### src/rtl/square_recon.sv
// Rebuilds D = Q*Q + R from a square root Q and remainder R with a radix-2 shift-add multiplier.
// Optional self-check against an expected value when SQUARE_CHECK_EN is defined.
module square_recon #(
   parameter int WIDTH = 16
) (
   input  logic               clk,
   input  logic               rst_n,
   input  logic               start,
   input  logic [WIDTH-1:0]   root,
   input  logic [WIDTH:0]     rem,
   output logic               busy,
   output logic               done,
   output logic [2*WIDTH-1:0] D_out,
   output logic               rem_err
`ifdef SQUARE_CHECK_EN
   ,
   input  logic [2*WIDTH-1:0] exp_val,
   output logic               mismatch
`endif
);

   localparam int CW = $clog2(WIDTH + 1);

   typedef enum logic [1:0] {IDLE, MULT, ADD, FIN} state_t;

   state_t               r_state;
   state_t               w_next;
   logic [WIDTH-1:0]     r_root;
   logic [WIDTH-1:0]     r_mplr;
   logic [WIDTH:0]       r_rem;
   logic [2*WIDTH-1:0]   r_mcand;
   logic [2*WIDTH-1:0]   r_acc;
   logic [CW-1:0]        r_cnt;
   logic                 r_done;
   logic [2*WIDTH-1:0]   r_dout;
   logic                 r_err;
   logic                 w_accept;
   logic                 w_rem_err;
`ifdef SQUARE_CHECK_EN
   logic [2*WIDTH-1:0]   r_exp;
   logic                 r_mismatch;
`endif

   assign w_accept  = (r_state == IDLE) && start;
   // Both sides widened to WIDTH+2 bits so 2*Q never wraps
   assign w_rem_err = ({1'b0, r_rem} > {1'b0, r_root, 1'b0});

   always_ff @(posedge clk or negedge rst_n) begin
      if (!rst_n) r_state <= IDLE;
      else        r_state <= w_next;
   end

   always_comb begin
      w_next = r_state;
      case (r_state)
         IDLE:    if (start) w_next = MULT;
         MULT:    if (r_cnt == CW'(1)) w_next = ADD;
         ADD:     w_next = FIN;
         FIN:     w_next = IDLE;
         default: w_next = IDLE;
      endcase
   end

   always_ff @(posedge clk or negedge rst_n) begin
      if (!rst_n) begin
         r_root  <= '0;
         r_mplr  <= '0;
         r_rem   <= '0;
         r_mcand <= '0;
         r_acc   <= '0;
         r_cnt   <= '0;
         r_done  <= 1'b0;
         r_dout  <= '0;
         r_err   <= 1'b0;
      end else begin
         r_done <= 1'b0;
         if (w_accept) begin
            r_root  <= root;
            r_mplr  <= root;
            r_rem   <= rem;
            r_mcand <= {{WIDTH{1'b0}}, root};
            r_acc   <= '0;
            r_cnt   <= CW'(WIDTH);
         end else begin
            case (r_state)
               MULT: begin
                  if (r_mplr[0]) r_acc <= r_acc + r_mcand;
                  r_mcand <= r_mcand << 1;
                  r_mplr  <= r_mplr >> 1;
                  r_cnt   <= r_cnt - CW'(1);
               end
               ADD: r_acc <= r_acc + {{(WIDTH-1){1'b0}}, r_rem};
               FIN: begin
                  r_dout <= r_acc;
                  r_err  <= w_rem_err;
                  r_done <= 1'b1;
               end
               default: ;
            endcase
         end
      end
   end

`ifdef SQUARE_CHECK_EN
   always_ff @(posedge clk or negedge rst_n) begin
      if (!rst_n) begin
         r_exp      <= '0;
         r_mismatch <= 1'b0;
      end else begin
         if (w_accept)         r_exp      <= exp_val;
         if (r_state == FIN)   r_mismatch <= (r_acc != r_exp);
      end
   end
   assign mismatch = r_mismatch;
`endif

   assign busy    = (r_state != IDLE);
   assign done    = r_done;
   assign D_out   = r_dout;
   assign rem_err = r_err;

endmodule

### config.mk
export PLATFORM = sky130hd
export DESIGN_NAME = square_recon
export DESIGN_NICKNAME = d
export VERILOG_FILES = /design/src/rtl/square_recon.sv
export SDC_FILE = /design/constraint.sdc
export NUM_CORES = 1
export LEC_CHECK = 0
export CORE_UTILIZATION = 55
export DETAILED_ROUTE_END_ITERATION = 16
export HOLD_SLACK_MARGIN = 0.06
export PLACE_DENSITY = 0.86
export SETUP_SLACK_MARGIN = 0.15
export SLEW_MARGIN = 10
export SYNTH_ARGS = -nofsm -noshare
export SYNTH_HDL_FRONTEND = slang
export SYNTH_SLANG_ARGS = --single-unit
### constraint.sdc
create_clock -name clk -period 7 [get_ports clk]
set_input_delay 1.4 -clock clk [delete_from_list [all_inputs] [get_ports clk]]
set_output_delay 1.4 -clock clk [all_outputs]
set_load 0.05 [all_outputs]
==> metrics.log <==
[metrics] number of cell rows: 45
[metrics] endpoint required time on the critical path: 7280 ps
[metrics] clock tree sinks: 154
[metrics] fill cell count: 1,187
[metrics] Die Span Y: 126 um
[metrics] Syn Std Cell Area: 0.00851 sq mm
[metrics] Hold Fails Final Rpt: 0
[metrics] total routing resource utilization after global routing: 25.8%
[metrics] slack of the worst reg-to-reg path: 3200 ps
[metrics] number of warnings reported in the yosys synthesis log: 0
[metrics] number of buffers added to fix hold violations after cts: 0
[metrics] RSZ-0062 raised after global routing: no
[metrics] ANT cells: 0
[metrics] proportion of power drawn by combinational gates: 54.3%
[metrics] count of different cell masters after synthesis: 56
[metrics] number of setup violations in the final report: 0
[metrics] worst setup path category: reg2reg
[metrics] clock tree from TritonCTS: done
[metrics] reported max-cap violation count: 0
[metrics] P_sw: 2.33 mW
[metrics] post-synthesis register bit count: 154
[metrics] number of buffers inserted during clock tree synthesis: 17
[metrics] shortest period the worst path allows: 3800 ps
[metrics] overflow left after global routing: 0
[metrics] launch point of the critical path: r_state[0]$_DFFE_PN0P_
[metrics] combined flip-flop and latch cell area: 0.00385 sq mm
[metrics] antenna violations before repair: 0
[metrics] largest driver fanout on the critical path: 18
[metrics] number of search-and-repair iterations in the first detailed-routing pass: 5
[metrics] worst r2r dst: r_acc[31]$_DFFE_PN0P_
[metrics] Synth Instances: 855
[metrics] Worst slew margin: 37.6%
[metrics] htree depth: 4
[metrics] worst-case reg-to-reg path depth: 13
[metrics] Setup TNS: 0 ps
[metrics] Clock Latency Late Sink: 430 ps
[metrics] count of cell instances traversed by the critical path: 13
[metrics] number of nets with antenna violations after detailed routing: 0
[metrics] critical path cell sequence: inv_1 -> ha_1 -> buf_4 -> nor2b_1 -> ha_1 -> a21o_1 -> a221oi_2 -> o21ai_0 -> or3_1 -> o21ai_2 -> mux2i_1 -> o21ai_1 -> nor3b_2
[metrics] Boundary Pins: 71
[metrics] layout overhead on the synthesized area: 16.5%
[metrics] drt initial violations: 438
[metrics] mean cell area of the mapped netlist: 9.95 sq um
[metrics] Worst Hold Slack: 496 ps
[metrics] worst setup path endpoint: r_acc[31]$_DFFE_PN0P_
[metrics] Worst EP arrival: 4080 ps
[metrics] Worst Skew: 7.63 ps
[metrics] root buf cell: sky130_fd_sc_hd__clkbuf_16
[metrics] crit end category: flip-flop
[metrics] Layout Nets: 1,012
[metrics] switching part of the total power: 44.3%
[metrics] post-cts repair resize count: 0
[metrics] clock slew at reported path FFs: 60 ps
[metrics] DIE WIDTH: 126 um
[metrics] cell with the most instances on the worst path: sky130_fd_sc_hd__ha_1
[metrics] number of synthesized flops with an enable pin: 0
[metrics] Crit Reg-Reg Startpoint: r_state[0]$_DFFE_PN0P_
[metrics] largest net degree at the start of global routing: 103
[metrics] relative contribution of sequential cells to total power: 29.3%
[metrics] Bufs on Longest Clock Path: 2
[metrics] cell-internal power: 2.93 mW
[metrics] drt total wl: 19,400 um
[metrics] Min-Delay Path Class: reg2reg
[metrics] transition time at the pin with the least slew margin: 937 ps
[metrics] via count of the first global-routing pass: 6,509
[metrics] Max stage delay on crit path: 590 ps
[metrics] slowest cell on the critical path: sky130_fd_sc_hd__ha_1
[metrics] average via count per standard cell: 5.83
[metrics] initial standard-cell utilization of the core: 56.2%
[metrics] Synth Flop Type: sky130_fd_sc_hd__dfrtp_1
[metrics] wire length of the first global-routing pass: 31,900 um
[metrics] met3 track demand over resource: 4.34%
[metrics] startpoint of the lowest-slack hold path: r_mplr[15]$_DFFE_PN0P_
[metrics] part of the total power dissipated in the clock network: 16.3%
[metrics] post-synth net total: 954
[metrics] RD Place Congestion: 0.905
[metrics] peak ir drop on the vdd network: 0.335 mV
[metrics] number of setup buffers added after CTS: 0
[metrics] core area: 0.0151 sq mm
[metrics] Die Area: 0.0160 sq mm
[metrics] HPWL after detailed placement: 13,400 um
[metrics] fraction of the cycle the final worst path needs: 54.3%
[metrics] run status: finished, final reports clean
[metrics] Power Density: 531 mW/mm^2
[metrics] wire length per cell: 17.4 um
[metrics] type of element launching the critical path: flip-flop
[metrics] Max Freq: 0.263 GHz
[metrics] Leakage: 4.62 nW
[metrics] residual DRC count: 0
[metrics] area occupied by multi-input gates: 0.00442 sq mm
[metrics] peak-usage layer in the global routing report: met2
[metrics] fraction of layout instances using a drive strength above 1: 10.8%
[metrics] met1 usage in global routing: 32.0%
[metrics] count of final max-slew check failures: 0
[metrics] cell family with most CP delay: adder cells
[metrics] # port buffers: 70
[metrics] fraction of synthesis flops using an asynchronous set or reset pin: 100%
[metrics] CP bufs+invs: 2
[metrics] routing usage on met2: 44.2%
[metrics] total number of vias: 6,499
[metrics] register area share after synthesis: 45.3%
[flip-flops by register name (all words and copies together), names as in the netlist]
name,flops
r_acc,32
r_mplr,16
r_root,16
r_cnt,5
D_out,32
r_mcand,32
done,1
r_rem,17
rem_err,1
r_state,2
[worst min path at each step]
stage | to | slack [ps] | depth (start not counted)
5_1_grt | D_out[19]$_DFFE_PN0P_ | 520 | 1
3_5_place_dp | r_mplr[15]$_DFFE_PN0P_ | 480 | 2
2_1_floorplan | r_mplr[15]$_DFFE_PN0P_ | 450 | 2
4_1_cts | r_mplr[15]$_DFFE_PN0P_ | 500 | 2
6_report | r_mplr[15]$_DFFE_PN0P_ | 500 | 2
3_3_place_gp | r_mplr[15]$_DFFE_PN0P_ | 470 | 2
[cells in the final DEF (no fill, tap or decap), types with 5 or more instances in the layout]
cell	count
sky130_fd_sc_hd__a211oi_1	5
sky130_fd_sc_hd__a21o_1	17
sky130_fd_sc_hd__a21oi_1	79
sky130_fd_sc_hd__a31oi_1	5
sky130_fd_sc_hd__and3_1	5
sky130_fd_sc_hd__buf_4	6
sky130_fd_sc_hd__clkbuf_16	17
sky130_fd_sc_hd__clkdlybuf4s50_1	69
sky130_fd_sc_hd__dfrtp_1	154
sky130_fd_sc_hd__ha_1	60
sky130_fd_sc_hd__inv_1	29
sky130_fd_sc_hd__mux2_2	50
sky130_fd_sc_hd__mux2i_1	48
sky130_fd_sc_hd__nand2_1	129
sky130_fd_sc_hd__nand3_1	20
sky130_fd_sc_hd__nor2_1	48
sky130_fd_sc_hd__nor2b_1	18
sky130_fd_sc_hd__nor3_1	6
sky130_fd_sc_hd__o21a_1	5
sky130_fd_sc_hd__o21ai_0	45
sky130_fd_sc_hd__o21bai_1	5
sky130_fd_sc_hd__or3_1	6
sky130_fd_sc_hd__xnor2_1	13
sky130_fd_sc_hd__xor2_1	13
[layout make-up]
type | instances | share of cell area (%)
Clock buffer | 21 | 4.54
Clock inverter | 11 | 0.985
Inverter | 29 | 1.10
Multi-Input combinational cell | 635 | 44.6
Sequential cell | 154 | 38.9
Tap cell | 188 | 2.37
Timing Repair Buffer | 76 | 7.54
[through the flow]
step / utilization (%) / std cells / area, sq um / total power, mW / setup WS (ps)
after floorplan: - / 855 / 8510 / 3.64 / 3610
after global placement: 61.8 / 1082 / 9360 / 4.30 / 3380
after detailed placement: 61.8 / 1082 / 9360 / 4.37 / 3250
after CTS: 65.4 / 1114 / 9910 / 5.27 / 3220
after global routing: 65.4 / 1114 / 9910 / 5.64 / 2900
final: 65.4 / 1114 / 9910 / 5.26 / 3200
[cells by family (layout without fill, tap and decap cells)]
| kind of cell | Yosys count | count (layout) | share of synthesized area, % |
|---|---|---|---|
| AOI/OAI and AO/OA | 189 | 189 | 13.6 |
| xor gates and xnor gates | 26 | 26 | 2.68 |
| adders and majority gates | 63 | 63 | 9.35 |
| buffers and inverters | 66 | 137 | 2.93 |
| DFF | 154 | 154 | 45.3 |
| muxes | 99 | 99 | 12.4 |
| and+or+nand+nor | 258 | 258 | 13.8 |
[metal layers]
layer  part of all wire [%]  wire length [um]
met1                     43              8430
met5                      0                 0
met2                     50              9610
met3                    4.3               833
met4                    2.7               533
[power groups by stage]
stage / Combinational (mW) / Clock (mW) / Sequential [mW]
after floorplan: 1.92 / 0 / 1.72
after global placement: 2.76 / 0 / 1.54
after global routing: 3.14 / 0.917 / 1.58
final: 2.86 / 0.860 / 1.54
after detailed placement: 2.82 / 0 / 1.55
after CTS: 2.86 / 0.873 / 1.54
[synth_stat cells, types with 4 or more instances]
cell type	n	area share, %
sky130_fd_sc_hd__a211oi_1	5	0.44
sky130_fd_sc_hd__a21o_1	17	1.5
sky130_fd_sc_hd__a21oi_1	79	4.6
sky130_fd_sc_hd__a31oi_1	5	0.37
sky130_fd_sc_hd__and3_1	5	0.37
sky130_fd_sc_hd__buf_1	10	0.44
sky130_fd_sc_hd__clkbuf_1	26	1.1
sky130_fd_sc_hd__dfrtp_1	154	45
sky130_fd_sc_hd__ha_1	62	9.1
sky130_fd_sc_hd__inv_1	29	1.3
sky130_fd_sc_hd__mux2_2	50	6.6
sky130_fd_sc_hd__mux2i_1	49	5.8
sky130_fd_sc_hd__nand2_1	130	5.7
sky130_fd_sc_hd__nand2b_1	4	0.29
sky130_fd_sc_hd__nand3_1	20	1.2
sky130_fd_sc_hd__nor2_1	48	2.1
sky130_fd_sc_hd__nor2b_1	18	1.3
sky130_fd_sc_hd__nor3_1	6	0.35
sky130_fd_sc_hd__nor4b_1	4	0.41
sky130_fd_sc_hd__o21a_1	5	0.44
sky130_fd_sc_hd__o21ai_0	45	2.6
sky130_fd_sc_hd__o21bai_1	5	0.44
sky130_fd_sc_hd__or3_1	6	0.44
sky130_fd_sc_hd__xnor2_1	13	1.3
sky130_fd_sc_hd__xor2_1	13	1.3
[worst reg2reg max path: cells and delay by family (launching register included)]
family | cells | cell delay [ps]
buffers and inverters | 2 | 490
AO/OA/AOI/OAI | 5 | 940
multiplexers | 1 | 260
AND/OR/NAND/NOR | 3 | 590
flip-flops | 1 | 400
adder cells (fa/ha/maj) | 2 | 970
Note: power is estimated with default switching activity, not from simulation.
==> RTL edit (same flow settings) <==
The 4 states of `state_t` get a one-hot encoding in 4 bits.
--- a/src/rtl/square_recon.sv
+++ b/src/rtl/square_recon.sv
@@ -21,7 +21,7 @@
 
    localparam int CW = $clog2(WIDTH + 1);
 
-   typedef enum logic [1:0] {IDLE, MULT, ADD, FIN} state_t;
+   typedef enum logic [3:0] {IDLE = 4'b0001, MULT = 4'b0010, ADD = 4'b0100, FIN = 4'b1000} state_t;
 
    state_t               r_state;
    state_t               w_next;
Check against the original RTL: no difference found for any inputs over 10 cycles, from zero or initial values and one cycle with rst_n low; not proved beyond that.
==> RTL edit against the original RTL <==
  * Sequential cell count is 2 higher
  * Via count is 5.6% higher
  * Design area shrank 0.39%
  * Synthesized cell count rose by 7.6%
  * Clock skew grew 0.0063 ns
  * Area after synthesis about the same
  * Sequential share of layout area increased by 0.67 points
  * Critical path type is now flip-flop to primary output
  * Worst setup slack better by 0.039 ns
  * Wire length rose by 2.8%
Power is not compared: it rests on default switching activity, and its combinational part moved more than twofold at a synthesized area within 25%.
==> RTL edit: results (changes against the original RTL) <==
Outcome
  • Result of the run: finished clean

Critical path
  • Worst setup path startpoint: r_state[0]
  • Critical Path Sink: busy
  • R2r setup slk: 3.30 ns (+0.10 ns)
  • Crit path largest cell delay: 0.71 ns (+0.12 ns)
  • Largest delay contributor family on the critical path: buffers and inverters

Logic synthesis
  • Unique masters post-synth: 59 (+5.4%)
  • Seq/Total Area, Yosys: 45.9% (+0.61 points)
  • Net count after synthesis: 1013 (+6.2%)
  • Top cells by area in the synthesized netlist: dfrtp_1 46%, nand2_1 9.2%, ha_1 8.2%

Clock tree
  • TritonCTS Sinks: 156 (+1.3%)

GRT
  • Fraction of met3 tracks used by global routing: 4.60% (+0.25 points)
  • Maximum number of pins on one net before global-route repair: 97 (-5.8%)
  • Met2 demand-to-capacity share in global routing: 43.5% (-0.71 points)
  • GRT Overall Usage: 26.6% (+0.78 points)
  • Global-route wire length before repair: 33.2 mm (+4.1%)
  • Number of global-route vias before repair: 6553 (+0.68%)

Routing
  • Detailed-routed wire length on met3: 1.01 mm (+21%)
  • Total detailed-routing wirelength: 20.0 mm (+2.8%)
  • Detailed Route Iter0 Violations: 591 (+35%)

Final layout
  • Final design instance area without fill: 9870 um2 (-0.39%)
  • Fraction of layout cells with a size suffix above 1: 9.21% (-1.6 points)
  • Data-path buffer share of cell area in the final layout: 7.72% (+0.18 points)

Place
  • Placed Cells incl. Taps: 1135 (+4.9%)
  • Total placed instance area: 9300 um2 (-0.73%)

Min path
  • Worst Hold Path EP: D_out[7]

STA
  • Final clock period utilization by the worst path: 53.8% (-0.56 points)
  • Relative slew slack: 21.7% (-16 points)
-- RTL edit: cell count changes after synthesis, sizes merged, moves of 5 or more --
cell    unedited run  this run
ha                62        56
a21oi             79        60
clkbuf            26        45
nor2              48        41
mux2i             49         1
nand4              3        13
buf               11         6
o21ai             49        76
xnor2             13        18
o21a               5        10
o21bai             6         1
a31oi              5        33
nand2            130       209
-- RTL edit: cells by family (layout without fill, tap and decap cells) --
family                   count (synthesis)  count (layout)  share of synthesized area [%]
AO/OA/AOI/OAI                          210             210                           14.3
buffers and inverters                   80             137                           3.97
flip-flops                             156             156                           45.9
AND/OR/NAND/NOR                        334             334                           17.3
adder cells (fa/ha/maj)                 57              57                           8.47
XOR/XNOR                                33              33                           3.40
multiplexers                            50              50                           6.60
-- RTL edit: power by group through the flow --
stage	clock network, mW	registers, mW	logic [mW]
after detailed placement	0	1.36	1.36
after global routing	0.973	1.38	1.58
final	0.926	1.36	1.40
after floorplan	0	1.28	1.07
after global placement	0	1.36	1.32
after CTS	0.935	1.35	1.39
